`config.mk`:
```
export PLATFORM = sky130hd
export DESIGN_NAME = cv32e40p_ft_err_collector_flat
export DESIGN_NICKNAME = d
export VERILOG_FILES = /design/src/rtl/cv32e40p_ft_pkg.sv /design/src/rtl/cv32e40p_ft_err_collector_if.sv /design/src/rtl/cv32e40p_ff_one.sv /design/src/rtl/cv32e40p_ft_evt_fifo.sv /design/src/rtl/cv32e40p_ft_err_collector.sv /design/src/flat_wrapper.sv
export SDC_FILE = /design/constraint.sdc
export NUM_CORES = 1
export LEC_CHECK = 0
export CORE_MARGIN = 4
export CORE_UTILIZATION = 50
export CTS_CLUSTER_DIAMETER = 30
export DETAILED_ROUTE_END_ITERATION = 16
export PLACE_DENSITY = 0.88
export SKIP_CTS_REPAIR_TIMING = 1
export SLEW_MARGIN = 25
export SYNTH_ARGS = -nofsm -noshare
export SYNTH_HDL_FRONTEND = slang
export SYNTH_SLANG_ARGS = --single-unit
```
`constraint.sdc`:
```
create_clock -name clk -period 3.6 [get_ports clk]
set_clock_uncertainty 0.15 [all_clocks]
set_input_delay 0.9 -clock clk [delete_from_list [all_inputs] [get_ports clk]]
set_output_delay 0.9 -clock clk [all_outputs]
set_load 0.01 [all_outputs]
```
`src/rtl/cv32e40p_ft_pkg.sv`:
```
// Shared types for the fault-tolerance error-reporting path.
package cv32e40p_ft_pkg;

    localparam int unsigned FT_NSRC  = 8;
    localparam int unsigned FT_SRC_W = $clog2(FT_NSRC);

    localparam logic FT_EVT_DET = 1'b1;
    localparam logic FT_EVT_COR = 1'b0;

    typedef struct packed {
        logic                detected;
        logic [FT_SRC_W-1:0] src;
    } ft_evt_t;

endpackage

```
`src/rtl/cv32e40p_ft_err_collector_if.sv`:
```
// Event stream from the error collector to its consumer (debug/CSR logic).
interface cv32e40p_ft_err_collector_if;
    import cv32e40p_ft_pkg::*;

    logic                evt_valid_o;
    logic                evt_ready_i;
    logic                evt_detected_o;
    logic [FT_SRC_W-1:0] evt_src_o;

    modport master (output evt_valid_o, output evt_detected_o, output evt_src_o, input evt_ready_i);
    modport slave  (input evt_valid_o, input evt_detected_o, input evt_src_o, output evt_ready_i);
endinterface

```
`src/rtl/cv32e40p_ff_one.sv`:
```
// Find-first-one: index of the lowest set bit and an all-zero flag.
module cv32e40p_ff_one #(
    parameter int unsigned LEN = 8
) (
    input  logic [LEN-1:0]         in_i,
    output logic [$clog2(LEN)-1:0] first_one_o,
    output logic                   no_ones_o
);
    localparam int unsigned IDX_W = $clog2(LEN);

    always_comb begin
        first_one_o = '0;
        for (int i = LEN - 1; i >= 0; i--) begin
            if (in_i[i]) first_one_o = IDX_W'(i);
        end
    end

    assign no_ones_o = ~|in_i;
endmodule

```
`src/rtl/cv32e40p_ft_evt_fifo.sv`:
```
// Event FIFO with wrap-bit pointers; head is read straight out of storage flops.
module cv32e40p_ft_evt_fifo
    import cv32e40p_ft_pkg::*;
#(
    parameter int unsigned DEPTH = 4
) (
    input  logic    clk,
    input  logic    rst_n,
    input  logic    clear_i,
    input  logic    push_i,
    input  ft_evt_t data_i,
    input  logic    pop_i,
    output ft_evt_t data_o,
    output logic    full_o,
    output logic    empty_o
);
    localparam int unsigned AW = $clog2(DEPTH);

    logic [AW:0] wptr_q, wptr_d, rptr_q, rptr_d;
    ft_evt_t     mem_q [DEPTH];
    ft_evt_t     mem_d [DEPTH];

    always_comb begin
        wptr_d = wptr_q;
        rptr_d = rptr_q;
        mem_d  = mem_q;
        if (clear_i) begin
            wptr_d = '0;
            rptr_d = '0;
        end else begin
            if (push_i) begin
                mem_d[wptr_q[AW-1:0]] = data_i;
                wptr_d = wptr_q + (AW+1)'(1);
            end
            if (pop_i) rptr_d = rptr_q + (AW+1)'(1);
        end
    end

    always_ff @(posedge clk or negedge rst_n) begin
        if (!rst_n) begin
            wptr_q <= '0;
            rptr_q <= '0;
            for (int i = 0; i < DEPTH; i++) mem_q[i] <= '0;
        end else begin
            wptr_q <= wptr_d;
            rptr_q <= rptr_d;
            mem_q  <= mem_d;
        end
    end

    assign data_o  = mem_q[rptr_q[AW-1:0]];
    assign full_o  = (wptr_q ^ rptr_q) == {1'b1, {AW{1'b0}}};
    assign empty_o = (wptr_q == rptr_q);
endmodule

```
`src/rtl/cv32e40p_ft_err_collector.sv`:
```
// Collects TMR voter error pulses as sticky pending bits and serializes them into an event FIFO.
// Event counters are built only when CV32E40P_FT_ERR_CNT_EN is defined; otherwise they read 0.
module cv32e40p_ft_err_collector
    import cv32e40p_ft_pkg::*;
#(
    parameter int unsigned NSRC  = FT_NSRC,
    parameter int unsigned DEPTH = 4,
    parameter int unsigned CNT_W = 16
) (
    input  logic                          clk,
    input  logic                          rst_n,
    input  logic [NSRC-1:0]               error_correct_i,
    input  logic [NSRC-1:0]               error_detected_i,
    input  logic                          clear_i,
    cv32e40p_ft_err_collector_if.master   evt_if,
    output logic [CNT_W-1:0]              cnt_correct_o,
    output logic [CNT_W-1:0]              cnt_detected_o,
    output logic                          lost_o,
    output logic                          irq_o
);
    localparam int unsigned SRC_W = $clog2(NSRC);

    logic [NSRC-1:0]  pend_cor_q, pend_cor_d, pend_det_q, pend_det_d;
    logic [NSRC-1:0]  mask_cor, mask_det;
    logic             lost_q, lost_d;
    logic [SRC_W-1:0] det_idx, cor_idx;
    logic             det_none, cor_none;
    logic             fifo_full, fifo_empty;
    logic             pop, push, push_det, push_cor;
    ft_evt_t          push_evt, head_evt;

    cv32e40p_ff_one #(.LEN(NSRC)) u_ff_det (.in_i(pend_det_q), .first_one_o(det_idx), .no_ones_o(det_none));
    cv32e40p_ff_one #(.LEN(NSRC)) u_ff_cor (.in_i(pend_cor_q), .first_one_o(cor_idx), .no_ones_o(cor_none));

    // Detected events win; a full FIFO accepts a push only alongside a pop.
    always_comb begin
        pop      = !fifo_empty && evt_if.evt_ready_i && !clear_i;
        push     = !(det_none && cor_none) && (!fifo_full || pop) && !clear_i;
        push_det = push && !det_none;
        push_cor = push && det_none;
        push_evt.detected = det_none ? FT_EVT_COR : FT_EVT_DET;
        push_evt.src      = det_none ? cor_idx : det_idx;
        mask_det = push_det ? (NSRC'(1) << det_idx) : '0;
        mask_cor = push_cor ? (NSRC'(1) << cor_idx) : '0;
    end

    // A pulse on a still-pending, not-being-pushed bit is coalesced and flagged lost.
    always_comb begin
        pend_cor_d = (pend_cor_q & ~mask_cor) | error_correct_i;
        pend_det_d = (pend_det_q & ~mask_det) | error_detected_i;
        lost_d     = lost_q
                   | (|(error_correct_i  & pend_cor_q & ~mask_cor))
                   | (|(error_detected_i & pend_det_q & ~mask_det));
        if (clear_i) begin
            pend_cor_d = error_correct_i;
            pend_det_d = error_detected_i;
            lost_d     = 1'b0;
        end
    end

    always_ff @(posedge clk or negedge rst_n) begin
        if (!rst_n) begin
            pend_cor_q <= '0;
            pend_det_q <= '0;
            lost_q     <= 1'b0;
        end else begin
            pend_cor_q <= pend_cor_d;
            pend_det_q <= pend_det_d;
            lost_q     <= lost_d;
        end
    end

    cv32e40p_ft_evt_fifo #(.DEPTH(DEPTH)) u_fifo (
        .clk     (clk),
        .rst_n   (rst_n),
        .clear_i (clear_i),
        .push_i  (push),
        .data_i  (push_evt),
        .pop_i   (pop),
        .data_o  (head_evt),
        .full_o  (fifo_full),
        .empty_o (fifo_empty)
    );

`ifdef CV32E40P_FT_ERR_CNT_EN
    logic [CNT_W-1:0] cnt_cor_q, cnt_cor_d, cnt_det_q, cnt_det_d;

    // Saturating counters, one per event type.
    always_comb begin
        cnt_cor_d = cnt_cor_q;
        cnt_det_d = cnt_det_q;
        if (clear_i) begin
            cnt_cor_d = '0;
            cnt_det_d = '0;
        end else begin
            if (push_cor && !(&cnt_cor_q)) cnt_cor_d = cnt_cor_q + CNT_W'(1);
            if (push_det && !(&cnt_det_q)) cnt_det_d = cnt_det_q + CNT_W'(1);
        end
    end

    always_ff @(posedge clk or negedge rst_n) begin
        if (!rst_n) begin
            cnt_cor_q <= '0;
            cnt_det_q <= '0;
        end else begin
            cnt_cor_q <= cnt_cor_d;
            cnt_det_q <= cnt_det_d;
        end
    end

    assign cnt_correct_o  = cnt_cor_q;
    assign cnt_detected_o = cnt_det_q;
`else
    assign cnt_correct_o  = '0;
    assign cnt_detected_o = '0;
`endif

    assign evt_if.evt_valid_o    = !fifo_empty;
    assign evt_if.evt_detected_o = head_evt.detected;
    assign evt_if.evt_src_o      = head_evt.src;
    assign lost_o                = lost_q;
    assign irq_o                 = !fifo_empty || (|pend_det_q);
endmodule

```
`src/flat_wrapper.sv`:
```
// flat-port wrapper written by rule: the top's interface ports become plain ports
module cv32e40p_ft_err_collector_flat import cv32e40p_ft_pkg::*;
#(
    parameter int unsigned NSRC  = FT_NSRC,
    parameter int unsigned DEPTH = 4,
    parameter int unsigned CNT_W = 16
)
  (clk, rst_n, error_correct_i, error_detected_i, clear_i, cnt_correct_o, cnt_detected_o, lost_o, irq_o, evt_if_evt_valid_o, evt_if_evt_detected_o, evt_if_evt_src_o, evt_if_evt_ready_i);
  cv32e40p_ft_err_collector_if evt_if_i ();
  input  logic clk;
  input  logic rst_n;
  input  logic [NSRC-1:0] error_correct_i;
  input  logic [NSRC-1:0] error_detected_i;
  input  logic clear_i;
  output logic [CNT_W-1:0] cnt_correct_o;
  output logic [CNT_W-1:0] cnt_detected_o;
  output logic lost_o;
  output logic irq_o;
  output wire logic [$bits(evt_if_i.evt_valid_o)-1:0] evt_if_evt_valid_o;
  output wire logic [$bits(evt_if_i.evt_detected_o)-1:0] evt_if_evt_detected_o;
  output wire logic [$bits(evt_if_i.evt_src_o)-1:0] evt_if_evt_src_o;
  input wire logic [$bits(evt_if_i.evt_ready_i)-1:0] evt_if_evt_ready_i;
  assign evt_if_evt_valid_o = evt_if_i.evt_valid_o;
  assign evt_if_evt_detected_o = evt_if_i.evt_detected_o;
  assign evt_if_evt_src_o = evt_if_i.evt_src_o;
  assign evt_if_i.evt_ready_i = evt_if_evt_ready_i;
  cv32e40p_ft_err_collector #(.NSRC(NSRC), .DEPTH(DEPTH), .CNT_W(CNT_W)) u_core (.clk(clk), .rst_n(rst_n), .error_correct_i(error_correct_i), .error_detected_i(error_detected_i), .clear_i(clear_i), .evt_if(evt_if_i), .cnt_correct_o(cnt_correct_o), .cnt_detected_o(cnt_detected_o), .lost_o(lost_o), .irq_o(irq_o));
endmodule
```
; Word-level counts from Yosys, hierarchy flattened
; Cells that the tools add are included.
[word_totals]
n_memories = 0
latch_bits = 0
mem_bits_rw = 0
rom_bits = 0
regBits = 39
output_inout_bits = 39
[classes]
n_eq_ne = 2
mux = 33
n_reduce_logical = 23
addsub = 2
mul = 0
n_bitwise = 16
n_div = 0
magnitude_cmp = 3
n_shift = 2
[op_table]
columns = op, count
row1 = 3-bit 2-to-1 mux, 21
row2 = 8-bit bitwise AND, 6
row3 = 8-bit 2-to-1 mux, 4
row4 = 8-bit OR reduction, 4
row5 = 16-bit bitwise mux, 1
row6 = 8-bit inverter, 2
row7 = 8-bit OR, 2
row8 = "1-bit by 3-bit left shift with 8-bit output, first input constant", 2
row9 = 4-bit 2-to-1 mux, 3
row10 = 4-bit binary-select mux with 2-bit select, 1
row11 = 4-bit demux with 2-bit select, 1
row12 = 1-bit logical AND, 8
row13 = "3-bit by 1-bit adder with 3-bit output, second input constant", 2
row14 = "3-bit >= comparator, second input constant", 2
row15 = 1-bit logical NOT, 6
row16 = 2-bit inverter with 3-bit output, 2
row17 = 2-bit nonzero test, 2
row18 = 3-bit equality test, 1
row19 = "3-bit equality test, second input constant", 1
row20 = "3-bit by 1-bit < comparator with 1-bit output, second input constant", 1
row21 = 3-bit XOR, 1
row22 = 1-bit logical OR, 2
row23 = 1-bit 2-to-1 mux, 2
row24 = 1-bit OR, 2
row25 = 2 further kinds, 2

; Logic depth before layout (Yosys ltp)
[depth]
word_depth = 16
ltp_mapped = 9

; Modules after synthesis
; From an unflattened synthesis, not the netlist that was laid out.
[hier_totals]
cells_unflattened = 245
area_unflattened_um2 = 2652.5
[modules_own_cells]
columns = module, area_each_um2, instances, cells_each
row1 = cv32e40p_ft_err_collector, 1278.7, 1, 142
row2 = cv32e40p_ft_evt_fifo, 1201.2, 1, 75
row3 = cv32e40p_ff_one, 86.3, 2, 14

; Least setup slack after synthesis
; OpenSTA, ideal clock, no wires.
[synth_path]
path_kind = input to register
startpoint = input evt_if_evt_ready_i
endpoint = register u_core.u_fifo.mem_q[12] (netlist bit)
required_ps = 3325
arrival_time_ps = 2529
setup_slack_ps = 797
stages = 5
cell_sequence = o41ai_1 -> clkbuf_1 -> a21oi_1 -> nand2_1 -> mux2_2
[synth_between]
elab_chain_cells = 6
[synth_rtl]
columns = element, line
row1 = start: declaration, flat_wrapper.sv:22  ; input wire logic [$bits(evt_if_i.evt_ready_i)-1:0] evt_if_evt_ready_i;
row2 = 1-bit logical AND (2 in series), cv32e40p_ft_err_collector.sv:37  ; pop = !fifo_empty && evt_if.evt_ready_i && !clear_i;
row3 = 1-bit logical OR, cv32e40p_ft_err_collector.sv:38  ; push = !(det_none && cor_none) && (!fifo_full || pop) && !clear_i;
row4 = 1-bit logical AND (2 in series), cv32e40p_ft_err_collector.sv:38
row5 = 2-bit AND reduction (no line), --
row6 = end signal: assignment, cv32e40p_ft_evt_fifo.sv:47  ; mem_q <= mem_d;
row7 = end: declaration, cv32e40p_ft_evt_fifo.sv:20  ; ft_evt_t mem_q [DEPTH];
; Every way passes these cells.
; A chain may end at the register's enable or synchronous reset.

; Worst setup path after layout
[layout_path]
startpoint = register u_core.pend_det_q[2]
endpoint = output irq_o
[layout_between]
elab_chain_cells = 2
[layout_rtl]
columns = element, line
row1 = start: declaration, cv32e40p_ft_err_collector.sv:23  ; logic [NSRC-1:0] pend_cor_q, pend_cor_d, pend_det_q, pend_det_d;
row2 = start signal: assignment, cv32e40p_ft_err_collector.sv:68  ; pend_det_q <= pend_det_d;
row3 = 8-bit OR reduction, cv32e40p_ft_err_collector.sv:122  ; assign irq_o = !fifo_empty || (|pend_det_q);
row4 = 1-bit logical OR, cv32e40p_ft_err_collector.sv:122
row5 = end: declaration, flat_wrapper.sv:18  ; output logic irq_o;
; Every way passes these cells.

==> summary.md <==
| Metric | Value |
|---|---|
| Core area | `4470 µm²` |
| Number of register bits inferred by synthesis | `39` |
| Post-synthesis instance total | `247` |
| Critical path launch point type | `flop` |
| Share of post-route cells with drive strength above 1 | `13.1%` |
| Number of distinct library cells after synthesis | `44` |
| Setup violations, final | `0` |
| DRT antenna net count | `0` |
| Routability cong. | `0.941` |
| Power density cells | `465 nW/µm²` |
| Status | `finished, final reports clean` |
| DIE HEIGHT | `77.1 µm` |
| Most common flop cell mapped by yosys | `dfrtp_1` |
| Total GRT Usage | `17.3%` |
| Worst Hold Class | `flop to flop` |
| Die Span X | `77.1 µm` |
| Adder and majority gate portion of the synthesized area | `2.62%` |
| Crit path time final | `3.29 ns` |
| Average routed wire per standard cell | `15.2 µm` |
| Routed vias | `1821` |
| Final hold violation count | `0` |
| Average vias per placed instance | `5.57` |
| Number of clock sinks | `39` |
| Largest stage delay on the critical path | `0.62 ns` |
| Clk pin slew, worst setup/hold paths | `0.08 ns` |
| Top Ports | `59` |
| Area of the die | `5940 µm²` |
| Static leakage | `0.00115 µW` |
| EDFF count, synth | `0` |
| Layout fillers | `374` |
| Count of unresolved DRC violations after routing | `0` |
| First-pass GRT wire length | `8.09 mm` |
| Number of cell rows | `24` |
| Layout Nets | `299` |
| Fmax achieved | `304 MHz` |
| Starting density of the core | `53.3%` |
| Worst hold slack | `0.335 ns` |
| RSZ-0062 raised after global routing | `no` |
| Number of global-route vias before repair | `1715` |
| Master of the slowest instance on the critical path | `or4_1` |
| Clock tree root driver cell | `clkbuf_8` |
| Worst max-slew margin expressed relative to the limit | `44.7%` |
| Area overhead of the layout relative to synthesis | `11.6%` |
| Pin count of the biggest net entering global routing | `40` |
| Number of max-slew violations in the final report | `0` |
| Util after Layout | `59.5%` |
| Most common cell after layout, fill and taps aside | `dfrtp_1` |
| Global route total overflow | `0` |
| Max clock buf depth | `2` |
| Series of cell instances along the critical path | `or4_1 > nor2_1 > nand3_1 > clkdlybuf4s50_1` |
| CTS Buf Count | `5` |
| Placed wire-length estimate | `3.75 mm` |
| Share of flip-flops with an asynchronous set or reset | `100%` |
| Compound-gate portion of the synthesized area | `17.9%` |
| Worst endpoint required time | `2.55 ns` |
| Share of synthesized area spent on multiplexers | `7.97%` |
| Setup_tns | `0 ns` |
| Average cell area after synthesis | `9.66 µm²` |
| Number of DRC violations after detailed-routing iteration 0 | `150` |
| DRT Wirelength | `4.96 mm` |
| Type of the setup path with the least slack | `flop to primary output` |
| Combinational family with the most area after synthesis | `compound AO/OA/AOI/OAI gates` |
| Count of max-cap constraint violations | `0` |
| Worst Max-Slew Pin Slew | `0.830 ns` |
| Count of antenna diodes in the layout | `0` |
| Most frequent cells in the layout | `39 x dfrtp_1, 32 x conb_1, 25 x nand2_1, 25 x clkdlybuf4s50_1, 20 x nor2_1` |
| Clock latency of the later-clocked register in the worst-skew pair | `0.31 ns` |
| Fraction of the mapped netlist area in simple logic gates | `14.6%` |
| Clock tree from TritonCTS | `yes` |
| Xor-xnor portion of the synthesized cell area | `2.57%` |
| Number of levels the H-tree was split into | `2` |
| Number of optimization iterations in the first detailed-route pass | `4` |
| Number of antenna violations at the first check in global routing | `0` |
| Fraction of the cycle the final worst path needs | `91.3%` |
| Maximum fanout encountered on the critical timing path | `7` |
| Area of the mapped netlist | `2380 µm²` |
| CP Data Arrival Time | `2.24 ns` |
| Peak VDD IR | `0.265 mV` |
| Ys Warns | `0` |
| Kind of end point of the critical path | `primary output` |
| Sequential share of the synthesized area | `40.9%` |
| Count of input and output buffers | `26` |
-- kinds of logic (layout without fill, tap and decap cells) --
kind of cell | Yosys count | after routing
flip-flops | 39 | 39
multiplexers | 13 | 13
adder cells (fa/ha/maj) | 5 | 5
XOR/XNOR | 7 | 7
AO/OA/AOI/OAI | 60 | 60
AND/OR/NAND/NOR | 73 | 73
buffers and inverters | 49 | 46
other | 1 | 32
-- synth_stat cells (all sizes together), types with 6 or more instances --
cell type  instances  area (µm²)
o21ai             15        75.1
a31o               8        70.1
o21bai             6        45.0
mux2               8        90.1
nand2             25        93.8
buf               36         267
nor2              20        75.1
dfrtp             39         976
nand3              6        30.0
inv                8        30.0
nand2b             7        43.8
-- through the flow --
step	setup slack, ns	area [µm²]	instances	power [µW]
2_1_floorplan	0.797	2500	278	836
3_3_place_gp	0.501	2570	319	935
3_5_place_dp	0.467	2570	319	951
4_1_cts	0.330	2660	327	1250
5_1_grt	0.205	2660	327	1310
6_report	0.313	2660	327	1240
-- sequential cells by signal, summed over array words and instances (netlist names) --
register / flops
u_core.lost_o: 1
u_core.pend_cor_q: 8
u_core.pend_det_q: 8
u_core.u_fifo.mem_q: 16
u_core.u_fifo.rptr_q: 3
u_core.u_fifo.wptr_q: 3
-- path summary, 6_finish.rpt --
path,depth (start not counted),from,slack [ns],end
setup / recovery,4,u_core.pend_det_q[2],0.31,irq_o
hold / removal,2,u_core.u_fifo.mem_q[7],0.33,u_core.u_fifo.mem_q[7]
setup reg to reg,6,u_core.pend_det_q[2],0.81,u_core.lost_o
hold reg to reg,2,u_core.u_fifo.mem_q[7],0.33,u_core.u_fifo.mem_q[7]
max in group asynchronous,1,rst_n,2.24,u_core.u_fifo.rptr_q[2]
min in group asynchronous,1,rst_n,0.53,u_core.u_fifo.mem_q[6]
-- metal layers --
layer  track usage (%)  wire length [µm]
met4              7.47                92
met5                 0                 0
met2              27.5              2320
met3              4.80               281
met1              22.1              2260
-- area by class of cell --
cell class | instances | area (µm²) | share of cell area [%]
timing repair buffer | 30 | 285 | 10.7
clock inverter | 3 | 20.0 | 0.752
sequential | 39 | 976 | 36.7
tap | 52 | 65.1 | 2.44
inverter | 8 | 30.0 | 1.13
multi-input combinational | 190 | 1220 | 45.7
clock buffer | 5 | 68.8 | 2.58
-- report_power, final --
group / switching [µW] / internal, µW / total (µW) / leakage (µW)
Sequential: 76.4 / 517 / 594 / 0.000471
Combinational: 166 / 183 / 349 / 0.000637
Clock: 162 / 135 / 297 / 0.0000402
Total: 404 / 835 / 1240 / 0.00115
-- critical path, delay by kind of cell (launching register included) --
kind                   cells  cell delay, ns
buffers and inverters      1            0.50
AND/OR/NAND/NOR            3            0.97
flip-flops                 1            0.45
Power figures use the tool's default switching activity.
